--- config.mk ---
export PLATFORM = sky130hd
export DESIGN_NAME = pipe_stage
export DESIGN_NICKNAME = d
export VERILOG_FILES = /design/src/rtl/pipe_stage.sv
export SDC_FILE = /design/constraint.sdc
export NUM_CORES = 1
export LEC_CHECK = 0
export CORE_AREA = 2 2 141 143
export CTS_BUF_LIST = sky130_fd_sc_hd__clkbuf_8 sky130_fd_sc_hd__clkbuf_16
export DETAILED_ROUTE_END_ITERATION = 10
export DIE_AREA = 0 0 143 145
export PLACE_DENSITY_LB_ADDON = 0.2
export SKIP_CTS_REPAIR_TIMING = 1
export SLEW_MARGIN = 30
export SYNTH_ARGS = -nofsm -noshare
export SYNTH_HDL_FRONTEND = slang
export SYNTH_SLANG_ARGS = --single-unit
--- constraint.sdc ---
create_clock -name clk -period 3.7 [get_ports clk]
set_input_delay 0.74 -clock clk [delete_from_list [all_inputs] [get_ports clk]]
set_output_delay 0.74 -clock clk [all_outputs]
set_load 0.01 [all_outputs]
--- src/rtl/pipe_stage.sv ---
// pipe_stage: single-beat valid/ready pipeline register with flush and a
// saturating back-pressure counter. Define PIPE_STAGE_SKID_EN to add a
// one-entry skid buffer and a registered in_ready.
module pipe_stage #(
  parameter int unsigned DATA_W   = 32,
  parameter int unsigned NUM_DATA = 5,
  parameter int unsigned CTRL_W   = 9,
  parameter int unsigned CNT_W    = 16
) (
  input  logic                       clk,
  input  logic                       reset,
  input  logic                       in_valid,
  output logic                       in_ready,
  input  logic [CTRL_W-1:0]          in_ctrl,
  input  logic [NUM_DATA*DATA_W-1:0] in_data,
  output logic                       out_valid,
  input  logic                       out_ready,
  output logic [CTRL_W-1:0]          out_ctrl,
  output logic [NUM_DATA*DATA_W-1:0] out_data,
  input  logic                       flush,
  input  logic                       cnt_clr,
  output logic [CNT_W-1:0]           stall_cnt
);

  localparam int unsigned BUS_W = NUM_DATA * DATA_W;
  localparam logic [CNT_W-1:0] CNT_MAX = '1;

  logic              in_xfer_c;
  logic              main_valid_n;
  logic [CTRL_W-1:0] main_ctrl_n;
  logic [BUS_W-1:0]  main_data_n;

  // Saturating count of cycles where a held beat is back-pressured
  always_ff @(posedge clk) begin
    if (reset) begin
      stall_cnt <= '0;
    end else if (cnt_clr) begin
      stall_cnt <= '0;
    end else if (out_valid && !out_ready && (stall_cnt != CNT_MAX)) begin
      stall_cnt <= stall_cnt + CNT_W'(1);
    end
  end

`ifdef PIPE_STAGE_SKID_EN

  logic              skid_valid;
  logic [CTRL_W-1:0] skid_ctrl;
  logic [BUS_W-1:0]  skid_data;
  logic              skid_valid_n;
  logic [CTRL_W-1:0] skid_ctrl_n;
  logic [BUS_W-1:0]  skid_data_n;

  assign in_xfer_c = in_valid & in_ready;

  // Next state for main and skid entries; skid only fills behind a stalled main
  always_comb begin
    main_valid_n = out_valid;
    main_ctrl_n  = out_ctrl;
    main_data_n  = out_data;
    skid_valid_n = skid_valid;
    skid_ctrl_n  = skid_ctrl;
    skid_data_n  = skid_data;
    if (flush) begin
      main_valid_n = 1'b0;
      main_ctrl_n  = '0;
      skid_valid_n = 1'b0;
    end else if (skid_valid) begin
      if (out_ready) begin
        main_valid_n = 1'b1;
        main_ctrl_n  = skid_ctrl;
        main_data_n  = skid_data;
        skid_valid_n = 1'b0;
      end
    end else if (out_valid && !out_ready) begin
      if (in_xfer_c) begin
        skid_valid_n = 1'b1;
        skid_ctrl_n  = in_ctrl;
        skid_data_n  = in_data;
      end
    end else if (in_xfer_c) begin
      main_valid_n = 1'b1;
      main_ctrl_n  = in_ctrl;
      main_data_n  = in_data;
    end else begin
      main_valid_n = 1'b0;
      main_ctrl_n  = '0;
    end
  end

  // Main/skid registers; in_ready is registered from the next skid state
  always_ff @(posedge clk) begin
    if (reset) begin
      out_valid  <= 1'b0;
      out_ctrl   <= '0;
      out_data   <= '0;
      skid_valid <= 1'b0;
      skid_ctrl  <= '0;
      skid_data  <= '0;
      in_ready   <= 1'b1;
    end else begin
      out_valid  <= main_valid_n;
      out_ctrl   <= main_ctrl_n;
      out_data   <= main_data_n;
      skid_valid <= skid_valid_n;
      skid_ctrl  <= skid_ctrl_n;
      skid_data  <= skid_data_n;
      in_ready   <= ~skid_valid_n;
    end
  end

`else

  logic out_xfer_c;

  assign in_ready   = out_ready | ~out_valid;
  assign in_xfer_c  = in_valid & in_ready;
  assign out_xfer_c = out_valid & out_ready;

  // Next state for the single register; draining without refill leaves a bubble
  always_comb begin
    main_valid_n = out_valid;
    main_ctrl_n  = out_ctrl;
    main_data_n  = out_data;
    if (flush) begin
      main_valid_n = 1'b0;
      main_ctrl_n  = '0;
    end else if (in_xfer_c) begin
      main_valid_n = 1'b1;
      main_ctrl_n  = in_ctrl;
      main_data_n  = in_data;
    end else if (out_xfer_c) begin
      main_valid_n = 1'b0;
      main_ctrl_n  = '0;
    end
  end

  // Pipeline register
  always_ff @(posedge clk) begin
    if (reset) begin
      out_valid <= 1'b0;
      out_ctrl  <= '0;
      out_data  <= '0;
    end else begin
      out_valid <= main_valid_n;
      out_ctrl  <= main_ctrl_n;
      out_data  <= main_data_n;
    end
  end

`endif

endmodule

==> flow_summary.yaml, run 1 <==
global_route:
  antenna_found_initial: 1
  grt_overflow: 0
  grt_use_total_pct: 20.79
  grt_max_degree: 79
  grt_pass1_wl_mm: 33.87
  grt_pass1_vias: 6276
synth:
  syn_inst: 831
  synth_edf_count: 0
  synth_most_common_cell: "nand2_1"
  yosysSeqAreaShare_pct: 56.13
  synth_largest_area_cell: "dfxtp_1"
  synth-seq-cells: 186
  synth_area_per_cell_sq_um: 7.983
  synth_nets: 1007
  yosysWarnings: 0
  synth_common_cells: "nand2_1, dfxtp_1, a21oi_1"
  synth_cell_types: 34
  synth_area_leaders: "dfxtp_1, nand2_1, a21oi_1"
  yosys.area.top_type_share_pct: 56.13
  ys.flop_type: "dfxtp_1"
  netlist_area_sq_mm: 0.006634
  async_flop_share_pct: 0
route:
  drc_errors: 0
  vias_per_cell: 4.650
  drt-wirelength-per-cell_um: 15.48
  ant_nets: 0
  dr_total_vias: 6692
  drt_pass1_iterations: 5
  drtIter0Drc: 330
  routed_wl_mm: 22.28
finish:
  syn2layout_area_growth_pct: 66.62
  layout-drive-gt1-share_pct: 4.263
  fillers: 1802
  fin_util_pct: 57.55
  nets: 1337
pwr:
  irDropWorstVdd_v: 0.0003058
  power_leakage_nw: 3.882
  p_per_area_mw_per_mm2: 413.9
critical_path:
  worstPathArrival_ps: 2090
  worst-path-max-fanout: 7
  cp-start-kind: "input pin"
  endpoint_kind: "output port"
  crit_required_ps: 2960
  criticalPathCategory: "input pin to output port"
placement:
  gp_congestion: 0.8041
  io_buffers: 361
  place_hpwl_mm: 15.75
clock_network:
  path_clk_slew_ps: 60
  cts_tree: "done"
  numClockSinks: 186
  cts_made_buffers: 17
  htreeDepth: 4
  clock-root-buffer: "clkbuf_16"
  clk_path_buf_depth: 2
  insertion_delay_ps: 420
floorplan:
  fp.coreArea_sq_mm: 0.01921
  rows: 51
  dieArea_sq_mm: 0.02074
  die-height_um: 145
  initial_core_util_pct: 34.54
  ios: 362
  die-width_um: 143
timing:
  totalNegativeSetupSlack_ps: 0
  worst_clock_skew_ps: 5.799
  timing.final.crit_period_ps: 2833
  tightest_slew_ps: 751.8
  hold_viol_final: 0
  rsz0062_at_grt: "no"
  fin_crit_sh_pct: 76.58
  finalSetupViolations: 0
  final_max_slew_viol_count: 0
  clock.fmax_mhz: 352.9
  slew-limit-headroom_pct: 49.88
hold_path:
  holdCritPathClass: "flip-flop to flip-flop"
flow_run:
  maxCapViolCount: 0
run_status:
  status: "complete, no violations"
metrics by stage:
step           instance area (sq um)  power [mW]  std cells  hold WS [ps]  setup WS [ps]
3_5_place_dp                   10470       2.809       1407         445.7          858.2
2_1_floorplan                   6634       2.392        831         480.5           1517
4_1_cts                        11040       4.630       1438         454.6          852.4
3_3_place_gp                   10470       2.801       1407         440.4          872.4
6_report                       11050       4.575       1439         451.8          866.6
5_1_grt                        11050       4.765       1439         467.9          760.9
per-layer routing:
layer  GRT usage, %  routed length [um]
met3          8.086                1949
met4          9.406                 669
met1          22.78                8727
met5              0                   0
met2          35.19               10930
power by group:
group	switching (mW)	internal, mW	total, mW	leakage (nW)
sequential	0.0407	2.09	2.13	1.52
clock	0.788	1.03	1.81	0.292
combinational	0.267	0.366	0.633	2.07
state kept, by name, indices dropped and copies added, names as in the netlist:
signal     count
out_data     160
out_ctrl       9
stall_cnt     16
out_valid      1
worst max-delay path: stages:
cell             delay (ps)
clkdlybuf4s50_1         550
nor2b_1                  80
inv_1                   150
clkdlybuf4s50_1         570
cells in the final DEF, fill, tap and decap left out, types with 6 or more instances in the layout:
master / instances
nand2_1: 324
inv_1: 8
buf_4: 6
a22oi_1: 7
clkdlybuf4s50_1: 360
clkbuf_16: 17
or3_1: 6
a21oi_1: 173
nor2_1: 11
dfxtp_1: 186
final cells by class:
| class | count | area [sq um] | share of cell area, % |
|---|---|---|---|
| well taps | 265 | 331.6 | 3.000 |
| flip-flops and latches | 186 | 3724 | 33.69 |
| clock buffers | 19 | 452.9 | 4.098 |
| multi-input cells | 580 | 2666 | 24.12 |
| clock inverters | 12 | 125.1 | 1.132 |
| diodes | 1 | 2.502 | 0.02264 |
| inverters | 6 | 22.52 | 0.2038 |
| repair buffers | 370 | 3729 | 33.73 |
path summary, 6_finish.rpt:
path	startpoint	end	slack [ps]	depth (start not counted)
worst min register to register	out_data[62]$_SDFFE_PP0P_	out_data[62]$_SDFFE_PP0P_	450	2
worst min-delay path	out_data[62]$_SDFFE_PP0P_	out_data[62]$_SDFFE_PP0P_	450	2
worst max-delay path	out_ready	in_ready	870	4
worst max register to register	stall_cnt[0]$_SDFFE_PP0P_	stall_cnt[14]$_SDFFE_PP0P_	1660	5
logic make-up (layout without fill, tap and decap cells):
| group | Yosys count | after routing | share of synthesized area [%] |
|---|---|---|---|
| and+or+nand+nor | 373 | 373 | 22.90 |
| AOI/OAI and AO/OA | 204 | 204 | 16.54 |
| DFF | 186 | 186 | 56.13 |
| buffers and inverters | 65 | 407 | 3.942 |
| muxes | 2 | 2 | 0.3018 |
| adders and majority gates | 1 | 1 | 0.1886 |
| other | 0 | 1 | 0 |
Power figures use the tool's default switching activity.
==> inputs of run 2 (changes only) <==
CORE_AREA = 2 2 142 144   (was 2 2 141 143)
DIE_AREA = 0 0 144 146   (was 0 0 143 145)
clock period = 2.8 ns   (was 3.7 ns; I/O delays follow)
==> run 2 against run 1 <==
- worst setup slack worse by 540 ps
- critical path depth did not move
- worst hold slack gained 1.3 ps
- global-route usage shrank 0.76 points
- clock skew increased by 2.3 ps
- critical endpoint unchanged
==> flow_summary.yaml, run 2 (same netlist as run 1, synthesis figures left out) <==
route:
  ant_nets: 0
  drc_errors: 0
  drtIter0Drc: 256
  drt-wirelength-per-cell_um: 15.10
  vias_per_cell: 4.656
  drt_pass1_iterations: 6
  dr_total_vias: 6700
  routed_wl_mm: 21.73
placement:
  place_hpwl_mm: 15.03
  io_buffers: 361
  dp_slack_ps: 295.9
  dp.cells: 1407
  gp_congestion: 0.7954
global_route:
  grt_overflow: 0
  antenna_found_initial: 0
  grt_pass1_wl_mm: 33.15
  grt_pass1_vias: 6113
  grt_use_total_pct: 20.03
  grt_max_degree: 86
timing:
  slew-limit-headroom_pct: 57.41
  totalNegativeSetupSlack_ps: 0
  hold_viol_final: 0
  timing.final.crit_period_ps: 2473
  clock.fmax_mhz: 404.4
  worst_clock_skew_ps: 8.071
  final_max_slew_viol_count: 0
  rsz0062_at_grt: "no"
  setup_slack_ps: 327.0
  tightest_slew_ps: 638.8
  finalSetupViolations: 0
  fin_crit_sh_pct: 88.32
clock_network:
  cts_made_buffers: 17
  clk_path_buf_depth: 2
  path_clk_slew_ps: 70
  clock-root-buffer: "clkbuf_16"
  cts_tree: "done"
  insertion_delay_ps: 430
  htreeDepth: 4
  numClockSinks: 186
critical_path:
  crit_required_ps: 2240
  endpoint_kind: "output port"
  cp-start-kind: "input pin"
  rrSetupSlack_ps: 760
  r2r-start: "stall_cnt[0]$_SDFFE_PP0P_"
  reg2reg_depth: 5
  criticalPathCategory: "input pin to output port"
  r2r_end: "stall_cnt[14]$_SDFFE_PP0P_"
  worstPathArrival_ps: 1910
  worst-path-max-fanout: 7
pwr:
  total_power_mw: 6.122
  irDropWorstVdd_v: 0.0004001
  power_leakage_nw: 3.875
  p_per_area_mw_per_mm2: 552.6
finish:
  layout_common_cells: "clkdlybuf4s50_1, nand2_1, dfxtp_1"
  n_antenna_cell: 0
  fin_util_pct: 57.30
  layout-drive-gt1-share_pct: 4.429
  layout_commonest_cell: "clkdlybuf4s50_1"
  syn2layout_area_growth_pct: 66.99
  instances_no_fill: 1439
  top_register: "out_data"
  top_regs: "out_data x160, stall_cnt x16, out_ctrl x9"
  largest_reg_flops: 160
  nets: 1337
hold_path:
  min_to: "out_data[82]$_SDFFE_PP0P_"
  holdCritStartpoint: "out_data[82]$_SDFFE_PP0P_"
  holdPathStages: 2
  holdCritPathClass: "flip-flop to flip-flop"
floorplan:
  fp.coreArea_sq_mm: 0.01933
  rows: 51
  initial_core_util_pct: 34.31
  die-height_um: 146
  dieArea_sq_mm: 0.02102
  ios: 362
  die-width_um: 144
flow_run:
  maxCapViolCount: 0
run_status:
  status: "complete, no violations"
==> run 2: per-layer routing <==
| metal | part of all wire, % | vias up | GRT usage, % |
|---|---|---|---|
| li1 | - | 3413 | - |
| met1 | 40 | 3025 | 23.48 |
| met2 | 49 | 231 | 33.69 |
| met5 | 0 | - | 0 |
| met3 | 8.2 | 31 | 6.384 |
| met4 | 2.4 | 0 | 8.088 |
==> run 2: worst max-delay path by stage <==
stage / slack (ps) / endpoint / from
after floorplan: 800 / out_data[100]$_SDFFE_PP0P_ / in_valid
after global placement: 330 / stall_cnt[13]$_SDFFE_PP0P_ / out_ready
after detailed placement: 300 / stall_cnt[13]$_SDFFE_PP0P_ / out_ready
after CTS: 320 / in_ready / out_ready
after global routing: 220 / in_ready / out_ready
final: 330 / in_ready / out_ready
==> run 2: worst max-delay path, stage by stage <==
cell             delay, ps
clkdlybuf4s50_1        540
nor2b_1                 80
inv_1                  160
clkdlybuf4s50_1        580
==> run 2: power breakdown <==
| part | total [mW] | internal, mW | switching (mW) | leakage [nW] |
|---|---|---|---|---|
| logic | 0.833 | 0.484 | 0.349 | 2.08 |
| registers | 2.81 | 2.76 | 0.0527 | 1.52 |
| clock network | 2.48 | 1.36 | 1.12 | 0.279 |
==> run 2: final cells by class <==
class / count / area, sq um
clock inverter: 14 / 160.2
fill: 1834 / 8257
sequential: 186 / 3724
inverter: 6 / 22.52
timing repair buffer: 370 / 3741
tap: 265 / 331.6
clock buffer: 18 / 439.2
multi-input combinational: 580 / 2660
==> run 2: per-stage QoR <==
stage | cell area (sq um) | hold WS (ps)
after floorplan | 6634 | 480.5
after global placement | 10480 | 440.4
after detailed placement | 10480 | 445.5
after CTS | 11080 | 455.1
after global routing | 11080 | 467.1
final | 11080 | 453.1
